### config.mk
export PLATFORM = sky130hd
export DESIGN_NAME = switch_conditioner
export DESIGN_NICKNAME = d
export VERILOG_FILES = /design/src/rtl/lab_pkg.sv /design/src/rtl/debounce_ch.sv /design/src/rtl/switch_conditioner.sv
export SDC_FILE = /design/constraint.sdc
export NUM_CORES = 1
export LEC_CHECK = 0
export BUFFER_PORTS_ARGS = -buffer_cell sky130_fd_sc_hd__buf_2
export CORE_UTILIZATION = 30
export CTS_CLUSTER_DIAMETER = 60
export DETAILED_ROUTE_END_ITERATION = 10
export GPL_ROUTABILITY_DRIVEN = 0
export PLACE_DENSITY_LB_ADDON = 0.25
export SYNTH_ARGS = -nofsm -noshare
export SYNTH_HDL_FRONTEND = slang
export SYNTH_HIERARCHICAL = 1
export SYNTH_SLANG_ARGS = --single-unit
export TNS_END_PERCENT = 100
### constraint.sdc
create_clock -name clk -period 2.16 [get_ports clk]
set_clock_uncertainty 0.1 [all_clocks]
set_input_delay 0 -clock clk [delete_from_list [all_inputs] [get_ports clk]]
set_output_delay 0 -clock clk [all_outputs]
set_load 0.01 [all_outputs]
### src/rtl/lab_pkg.sv
// rtl/lab_pkg.sv - shared types and constants for the switch conditioning stage
//
// Purpose: debounce FSM state encoding and the number of switch channels,
//          shared by debounce_ch and switch_conditioner.
// Ports:   none (package).

package lab_pkg;

  typedef enum logic {IDLE, COUNT} deb_state_t;

  localparam int NUM_SW = 3;

endpackage

### src/rtl/debounce_ch.sv
// rtl/debounce_ch.sv - one switch channel: 2-flop synchroniser plus debounce FSM
//
// Purpose: synchronises one raw switch to clk_i and only accepts a new level
//          once it has been seen for DEBOUNCE_CYCLES consecutive synchronised
//          cycles. Any return to the current level restarts the count from zero.
// Ports:
//   clk_i     in   system clock, rising edge
//   rst_i     in   asynchronous active-high reset
//   sw_i      in   raw asynchronous switch level
//   stable_o  out  registered debounced level
//   toggle_o  out  high in the cycle whose closing edge flips stable_o

module debounce_ch
  import lab_pkg::*;
#(
  parameter int DEBOUNCE_CYCLES = 16,
  parameter int CNT_W           = $clog2(DEBOUNCE_CYCLES + 1)
) (
  input  logic clk_i,
  input  logic rst_i,
  input  logic sw_i,
  output logic stable_o,
  output logic toggle_o
);

  localparam logic [CNT_W-1:0] LAST_CNT = CNT_W'(DEBOUNCE_CYCLES - 1);

  logic             s1_q;
  logic             s2_q;
  logic             stable_q;
  logic [CNT_W-1:0] cnt_q;
  deb_state_t       state_q;

  logic differ_d;
  logic toggle_d;

  assign differ_d = (s2_q != stable_q);

  // With a single-cycle debounce the first differing sample is already
  // enough, so IDLE toggles directly and COUNT is never entered.
  always_comb begin
    toggle_d = 1'b0;
    if (differ_d) begin
      if (state_q == COUNT) toggle_d = (cnt_q == LAST_CNT);
      else                  toggle_d = (DEBOUNCE_CYCLES == 1);
    end
  end

  always_ff @(posedge clk_i or posedge rst_i) begin
    if (rst_i) begin
      s1_q     <= 1'b0;
      s2_q     <= 1'b0;
      stable_q <= 1'b0;
      cnt_q    <= '0;
      state_q  <= IDLE;
    end else begin
      s1_q <= sw_i;
      s2_q <= s1_q;
      case (state_q)
        IDLE: begin
          if (differ_d) begin
            if (toggle_d) begin
              stable_q <= ~stable_q;
            end else begin
              state_q <= COUNT;
              cnt_q   <= CNT_W'(1);
            end
          end
        end
        COUNT: begin
          if (!differ_d) begin
            // Glitch: discard all accumulated credit.
            state_q <= IDLE;
            cnt_q   <= '0;
          end else if (toggle_d) begin
            stable_q <= ~stable_q;
            state_q  <= IDLE;
            cnt_q    <= '0;
          end else begin
            cnt_q <= cnt_q + CNT_W'(1);
          end
        end
        default: begin
          state_q <= IDLE;
          cnt_q   <= '0;
        end
      endcase
    end
  end

  assign stable_o = stable_q;
  assign toggle_o = toggle_d;

endmodule

### src/rtl/switch_conditioner.sv
// rtl/switch_conditioner.sv - synchronise and debounce three board switches
//
// Purpose: three independent debounce channels feeding clean a/b/c levels,
//          plus a registered one-cycle 'changed' strobe on any update.
//          Optional macro SWITCH_COND_EDGE_EN adds per-channel rise/fall pulses.
// Ports:
//   clk      in   system clock, rising edge
//   rst      in   asynchronous active-high reset
//   sw_in    in   raw switches: bit0 -> a, bit1 -> b, bit2 -> c
//   a, b, c  out  debounced levels
//   changed  out  one-cycle pulse, coincident with any output update
//   rise     out  (SWITCH_COND_EDGE_EN) per-channel 0->1 pulse
//   fall     out  (SWITCH_COND_EDGE_EN) per-channel 1->0 pulse

module switch_conditioner
  import lab_pkg::*;
#(
  parameter int DEBOUNCE_CYCLES = 16,
  parameter int CNT_W           = $clog2(DEBOUNCE_CYCLES + 1)
) (
  input  logic              clk,
  input  logic              rst,
  input  logic [NUM_SW-1:0] sw_in,
  output logic              a,
  output logic              b,
  output logic              c,
`ifdef SWITCH_COND_EDGE_EN
  output logic [NUM_SW-1:0] rise,
  output logic [NUM_SW-1:0] fall,
`endif
  output logic              changed
);

  logic [NUM_SW-1:0] stable;
  logic [NUM_SW-1:0] toggle;
  logic              changed_q;

  for (genvar i = 0; i < NUM_SW; i++) begin : g_ch
    debounce_ch #(
      .DEBOUNCE_CYCLES(DEBOUNCE_CYCLES),
      .CNT_W          (CNT_W)
    ) u_ch (
      .clk_i   (clk),
      .rst_i   (rst),
      .sw_i    (sw_in[i]),
      .stable_o(stable[i]),
      .toggle_o(toggle[i])
    );
  end

  // Registered from the channels' toggle flags so the strobe lands on the
  // same edge as the level change; simultaneous toggles merge into one pulse.
  always_ff @(posedge clk or posedge rst) begin
    if (rst) changed_q <= 1'b0;
    else     changed_q <= |toggle;
  end

`ifdef SWITCH_COND_EDGE_EN
  logic [NUM_SW-1:0] rise_q;
  logic [NUM_SW-1:0] fall_q;

  // The pre-toggle level tells the direction of the coming edge.
  always_ff @(posedge clk or posedge rst) begin
    if (rst) begin
      rise_q <= '0;
      fall_q <= '0;
    end else begin
      rise_q <= toggle & ~stable;
      fall_q <= toggle & stable;
    end
  end

  assign rise = rise_q;
  assign fall = fall_q;
`endif

  assign a       = stable[0];
  assign b       = stable[1];
  assign c       = stable[2];
  assign changed = changed_q;

endmodule
---- Word-level counts from Yosys, hierarchy flattened ----
Cells that the tools add are included.
operators by class
  $add $sub $neg .......................... 3
  eq/ne operators ......................... 12
  muxes and demuxes ....................... 33
  bitwise logic cells ..................... 6
  reduce and logical (&&, ||, !) cells .... 7
operator list
  operator                                                number
  2-to-1 mux 5 bit                                        12
  case mux 5 bit (2 select lines)                         3
  2-to-1 mux 1 bit                                        18
  adder 5 x 1 -> 5 bit (second input constant)            3
  == test 5 x 4 -> 1 bit (second input constant)          3
  AND reduction 2 bit                                     6
  inequality test 2 x 1 -> 1 bit (second input constant)  3
  inequality test 2 bit (second input constant)           3
  NOT 1 bit                                               6
  inequality test 1 bit                                   3
  OR reduction 3 bit                                      1
word-level totals
  register bits after elaboration ......... 28
  bits of input ports ..................... 5
  output and inout bits ................... 4
  word-level logic and storage cells ...... 77

---- Logic depth before layout (Yosys ltp) ----
  depth after elaboration ................. 6
  depth in mapped cells ................... 6
  gate-level depth less buffers ........... 6

---- By module ----
Netlist, hierarchy kept.
modules (own cells, without submodules)
  module              times used  cells an instance  area an instance (um^2)  seq. area each (um^2)
  debounce_ch         3           35                 430.4                    225.2
  switch_conditioner  1           3                  35.0                     25.0

---- Worst setup path after synthesis ----
Ideal clock, no wire load.
  path kind ............................... reg2reg
  start point ............................. reg g_ch[1].u_ch.cnt_q[0]
  end point ............................... reg changed_q (netlist: changed)
  setup time .............................. 0.131 ns
  data arrival time ....................... 1.436 ns
  data required time ...................... 1.929 ns
  path slack .............................. 0.493 ns
  cell stages (with the launch flop) ...... 7
  buffers on the path ..................... 0
  period minus slack after synthesis ...... 1.667 ns
  path through ............................ dfrtp_1 -> ha_1 -> and3_1 -> ha_1 -> nand2_1 -> nor2_1 -> or3_1
between the ends
  word-level cells in the longest chain between the ends .. 4
ends and longest elaborated chain
  item                    RTL line                  source
  start, declared         debounce_ch.sv:31         logic [CNT_W-1:0] cnt_q;
  start signal, assigned  debounce_ch.sv:80         cnt_q <= cnt_q + CNT_W'(1);
  == test 5 x 4 -> 1 bit  debounce_ch.sv:44         if (state_q == COUNT) toggle_d = (cnt_q == LAST_CNT);
  2-to-1 mux 1 bit        debounce_ch.sv:44
  2-to-1 mux 1 bit        debounce_ch.sv:43         if (differ_d) begin
  via toggle[1]           switch_conditioner.sv:35  logic [NUM_SW-1:0] toggle;
  OR reduction 3 bit      switch_conditioner.sv:55  else changed_q <= |toggle;
  end signal, assigned    switch_conditioner.sv:55
  end, declared           switch_conditioner.sv:36  logic changed_q;
The timed path passes the listed nets, and every way through them passes these cells.
A chain may end at the register's enable or synchronous reset.

---- Worst setup path in the final report ----
  start point ............................. reg g_ch[2].u_ch.cnt_q[0]
  end point ............................... reg g_ch[2].u_ch.cnt_q[3]
between the ends
  word-level cells in the longest chain between the ends .. 6
  elaborated cells between the ends (all ways) .. 9
  classes of those cells .................. add/sub: 1; eq/ne: 2; mux: 5; reduce/logical: 1
ends and longest elaborated chain
  item                                                                          RTL line
  start, declared                                                               debounce_ch.sv:31
  start signal, assigned                                                        debounce_ch.sv:80
  parallel branches: the longest is 6 deep, another holds adder 5 x 1 -> 5 bit  n/a
Several ways; the timed one is not identified.

==> reports/summary.txt <==
==============================================================================
DRC violation count after routing                                            0
Filler cell count                                                          403
Max Fanout on Critical Path                                                  4
Number of gates resized after CTS                                            0
Diode count                                                                  0
Period utilisation layout                                               0.8460
Wire length per cell after detailed routing                           12.40 µm
I/O pin count                                                                9
Max transition margin                                                   0.7617
Most used DFF post-synth                                          sky130_fd_sc_hd__dfrtp_1
Placed standard-cell area                                             1429 µm²
Initial antenna violation count                                              0
Fraction of the yosys area taken by sequential cells                    0.5283
Area of the core                                                      4115 µm²
Logic depth of the worst register-to-register path                           6
Dominant cells by area after synthesis                            sky130_fd_sc_hd__dfrtp_1 (53%), sky130_fd_sc_hd__ha_1 (5.7%), sky130_fd_sc_hd__a22o_2 (4.5%)
Worst-path cell chain                                             ha_1 > and3_1 > ha_1 > nor2b_1 > nor4b_1 > a211o_2
TritonCTS clock tree                                                       yes
Final critical-path required period                                   1.827 ns
Wire length of the first global-routing pass                          3.774 mm
FMAX                                                                0.5472 GHz
Overall die width                                                     68.49 µm
CTS root buf                                                      sky130_fd_sc_hd__clkbuf_8
Cell accounting for the most synthesized area                     sky130_fd_sc_hd__dfrtp_1
Highest metal used                                                        met4
Wire length on met2                                                   1.016 mm
Asr flop ratio synth                                                     1.000
Number of port buffers                                                       8
Mapped Nets                                                                119
Combined global-route utilization of all metal layers                   0.1100
Nets                                                                       136
CTS sink count                                                              28
Area of all placed cells without fillers                              1540 µm²
Worst Setup End Kind                                                      flop
Library cells used by synthesis                                             23
Worst-margin pin slew                                                0.3570 ns
Drt initial violations                                                      34
Setup slack on the worst flop-to-flop path                             0.33 ns
Overall power                                                         1.078 mW
Number of failing hold endpoints at the final stage                          0
Class of the most critical hold timing path                        in -> async
Clock-pin slew on the worst setup and hold paths                       0.09 ns
Result of the run                                                 finished, final reports clean
Total congestion overflow after global routing                               0
Largest buffer count on any clock path                                       2
Required @ worst endpoint                                              2.28 ns
Post-route worst hold slack                                         0.04059 ns
Worst-path cell with the longest stage delay                      sky130_fd_sc_hd__dfrtp_1
Number of antenna-violating nets in the routed design                        0
Pwr Density                                                       699.9 nW/µm²
Startpoint type of the worst setup path                                   flop
Count of vias placed by the detailed router                                860
Sum Neg Setup Slack                                                       0 ns
Crit path top cell by count                                       sky130_fd_sc_hd__ha_1
Area delta synth->final                                                 16.13%
Wire length on met3                                                      70 µm
Stage delay of the slowest cell on the critical path                   0.41 ns
Final wirelength                                                      2.158 mm
Worst voltage drop across the vdd grid                               0.2689 mV
Number of pins with negative max-slew slack in the final report              0
Area of the die                                                       4691 µm²
H-tree depth                                                                 1
Static leakage                                                       0.7618 nW
Crit Reg-Reg Startpoint                                           g_ch[2].u_ch/cnt_q[0]$_DFFE_PP0P_
TritonCTS Buffers                                                            3
Via count of the first global-routing pass                                 898
RSZ-0062 raised after global routing                                     false
Finish-stage setup viols                                                     0
Initial standard-cell utilization of the core                           0.3223
Post-synth top cells                                              sky130_fd_sc_hd__dfrtp_1 (28), sky130_fd_sc_hd__inv_1 (10), sky130_fd_sc_hd__a22o_2 (6), sky130_fd_sc_hd__ha_1 (6), sky130_fd_sc_hd__nor2b_1 (6)
Pin count of the biggest net entering global routing                        17
Clock latency at the later pin of the worst-skew pair                  0.28 ns
Most common cell in the netlist                                   sky130_fd_sc_hd__dfrtp_1
Yosys warnings                                                               6
Reg-to-reg critical path endpoint                                 g_ch[2].u_ch/cnt_q[3]$_DFFE_PP0P_
DRT Pass-1 Iters                                                             4
Cell area after technology mapping                                    1326 µm²
Total number of placement rows                                              23
Average size of a mapped cell                                        12.28 µm²
Worst setup slack after placement                                    0.3403 ns
Post-synthesis sequential element count                                     28
Final worst setup slack                                              0.3326 ns
Post-synth EDFFs                                                             0
Via density                                                              4.943
Half-perimeter wire length after placement                            1.647 mm
Synth top area share                                                    0.5283
Share of cells above drive strength 1                                   0.3145
Maxcap violations                                                            0
Length of routed wiring on met1                                       1.029 mm
Register area                                                        700.7 µm²
Die boundary height                                                   68.49 µm
Synthesized instance count                                                 108
Area of combinational cells with multiple inputs                     588.1 µm²
Type of the setup path with the least slack                         reg -> reg
Arrival time of data at the critical path endpoint                     1.95 ns
==============================================================================
-- state kept, by name, summed over array words and instances (netlist names) --
signal	count
changed	1
g_ch.u_ch/cnt_q	15
g_ch.u_ch/s2_q	3
g_ch.u_ch/s1_q	3
g_ch.u_ch/stable_o	3
g_ch.u_ch/state_q	3
-- worst max path at each step --
stage / startpoint / to / slack (ns)
floorplan: g_ch[1].u_ch/cnt_q[0]$_DFFE_PP0P_ / changed$_DFF_PP0_ / 0.49
global placement: g_ch[1].u_ch/cnt_q[0]$_DFFE_PP0P_ / g_ch[1].u_ch/cnt_q[2]$_DFFE_PP0P_ / 0.35
detailed placement: g_ch[2].u_ch/cnt_q[0]$_DFFE_PP0P_ / g_ch[2].u_ch/cnt_q[3]$_DFFE_PP0P_ / 0.34
CTS: g_ch[2].u_ch/cnt_q[0]$_DFFE_PP0P_ / g_ch[2].u_ch/cnt_q[3]$_DFFE_PP0P_ / 0.32
global route: g_ch[2].u_ch/cnt_q[0]$_DFFE_PP0P_ / g_ch[2].u_ch/cnt_q[3]$_DFFE_PP0P_ / 0.20
finish: g_ch[2].u_ch/cnt_q[0]$_DFFE_PP0P_ / g_ch[2].u_ch/cnt_q[3]$_DFFE_PP0P_ / 0.33
-- final cells by class --
cell class / instances / share of cell area
tap: 50 / 0.04062
multi-input combinational: 70 / 0.3818
sequential: 28 / 0.4549
clock buffer: 3 / 0.02681
timing repair buffer: 12 / 0.05199
inverter: 10 / 0.02437
clock inverter: 1 / 0.01950
-- what timing repair did --
action	4_1_cts	5_1_grt
hold buffers	4	0
buffers inserted	0	0
setup endpoints to repair	0	0
endpoints found under the hold margin	31	0
-- power breakdown --
part           internal, mW  switching (mW)  total [mW]
Clock                 0.248           0.164       0.412
Combinational        0.0451          0.0419      0.0871
Sequential            0.551          0.0270       0.578
-- critical path, delay by kind of cell (launching register included) --
kind,cells,cell delay (ns)
AND/OR/NAND/NOR,3,0.68
adder cells (fa/ha/maj),2,0.45
flip-flops,1,0.41
AO/OA/AOI/OAI,1,0.14
-- placed cells by master, fill, tap and decap left out --
cell / count
sky130_fd_sc_hd__xor2_2: 3
sky130_fd_sc_hd__clkbuf_8: 3
sky130_fd_sc_hd__bufinv_16: 1
sky130_fd_sc_hd__nand3_1: 3
sky130_fd_sc_hd__a21oi_1: 3
sky130_fd_sc_hd__or3_1: 1
sky130_fd_sc_hd__o21a_1: 3
sky130_fd_sc_hd__and2_2: 3
sky130_fd_sc_hd__dfrtp_1: 28
sky130_fd_sc_hd__nor2b_1: 6
sky130_fd_sc_hd__o21ai_0: 3
sky130_fd_sc_hd__nand2_1: 3
sky130_fd_sc_hd__buf_2: 8
sky130_fd_sc_hd__and4b_2: 3
sky130_fd_sc_hd__dlygate4sd3_1: 4
sky130_fd_sc_hd__nor2_2: 3
sky130_fd_sc_hd__nor2_1: 3
sky130_fd_sc_hd__a211o_2: 3
sky130_fd_sc_hd__ha_1: 6
sky130_fd_sc_hd__a221o_1: 3
sky130_fd_sc_hd__nor4b_1: 3
sky130_fd_sc_hd__mux2_2: 3
sky130_fd_sc_hd__a22o_2: 6
sky130_fd_sc_hd__xnor2_1: 3
sky130_fd_sc_hd__inv_1: 10
sky130_fd_sc_hd__and3_1: 3
sky130_fd_sc_hd__and4_2: 3
-- metrics by stage --
stage / util / cells
6_report: 0.3743 / 174
5_1_grt: 0.3743 / 174
4_1_cts: 0.3743 / 174
3_5_place_dp: 0.3472 / 166
3_3_place_gp: 0.3472 / 166
2_1_floorplan: - / 108
-- layer usage --
metal / global-route usage / vias up
li1: - / 416
met1: 0.1275 / 428
met2: 0.1900 / 12
met3: 0.01974 / 4
met4: 0.06250 / 0
met5: 0 / -
-- cell families (layout without fill, tap and decap cells) --
group,count (synthesis),in the layout,share of synthesized area
DFF,28,28,0.5283
muxes,3,3,0.02547
and+or+nand+nor,34,34,0.1745
adders and majority gates,6,6,0.05660
AOI/OAI and AO/OA,21,21,0.1302
xor gates and xnor gates,6,6,0.05661
buffers and inverters,10,26,0.02830
No activity file was read; power rests on OpenSTA's default activity.
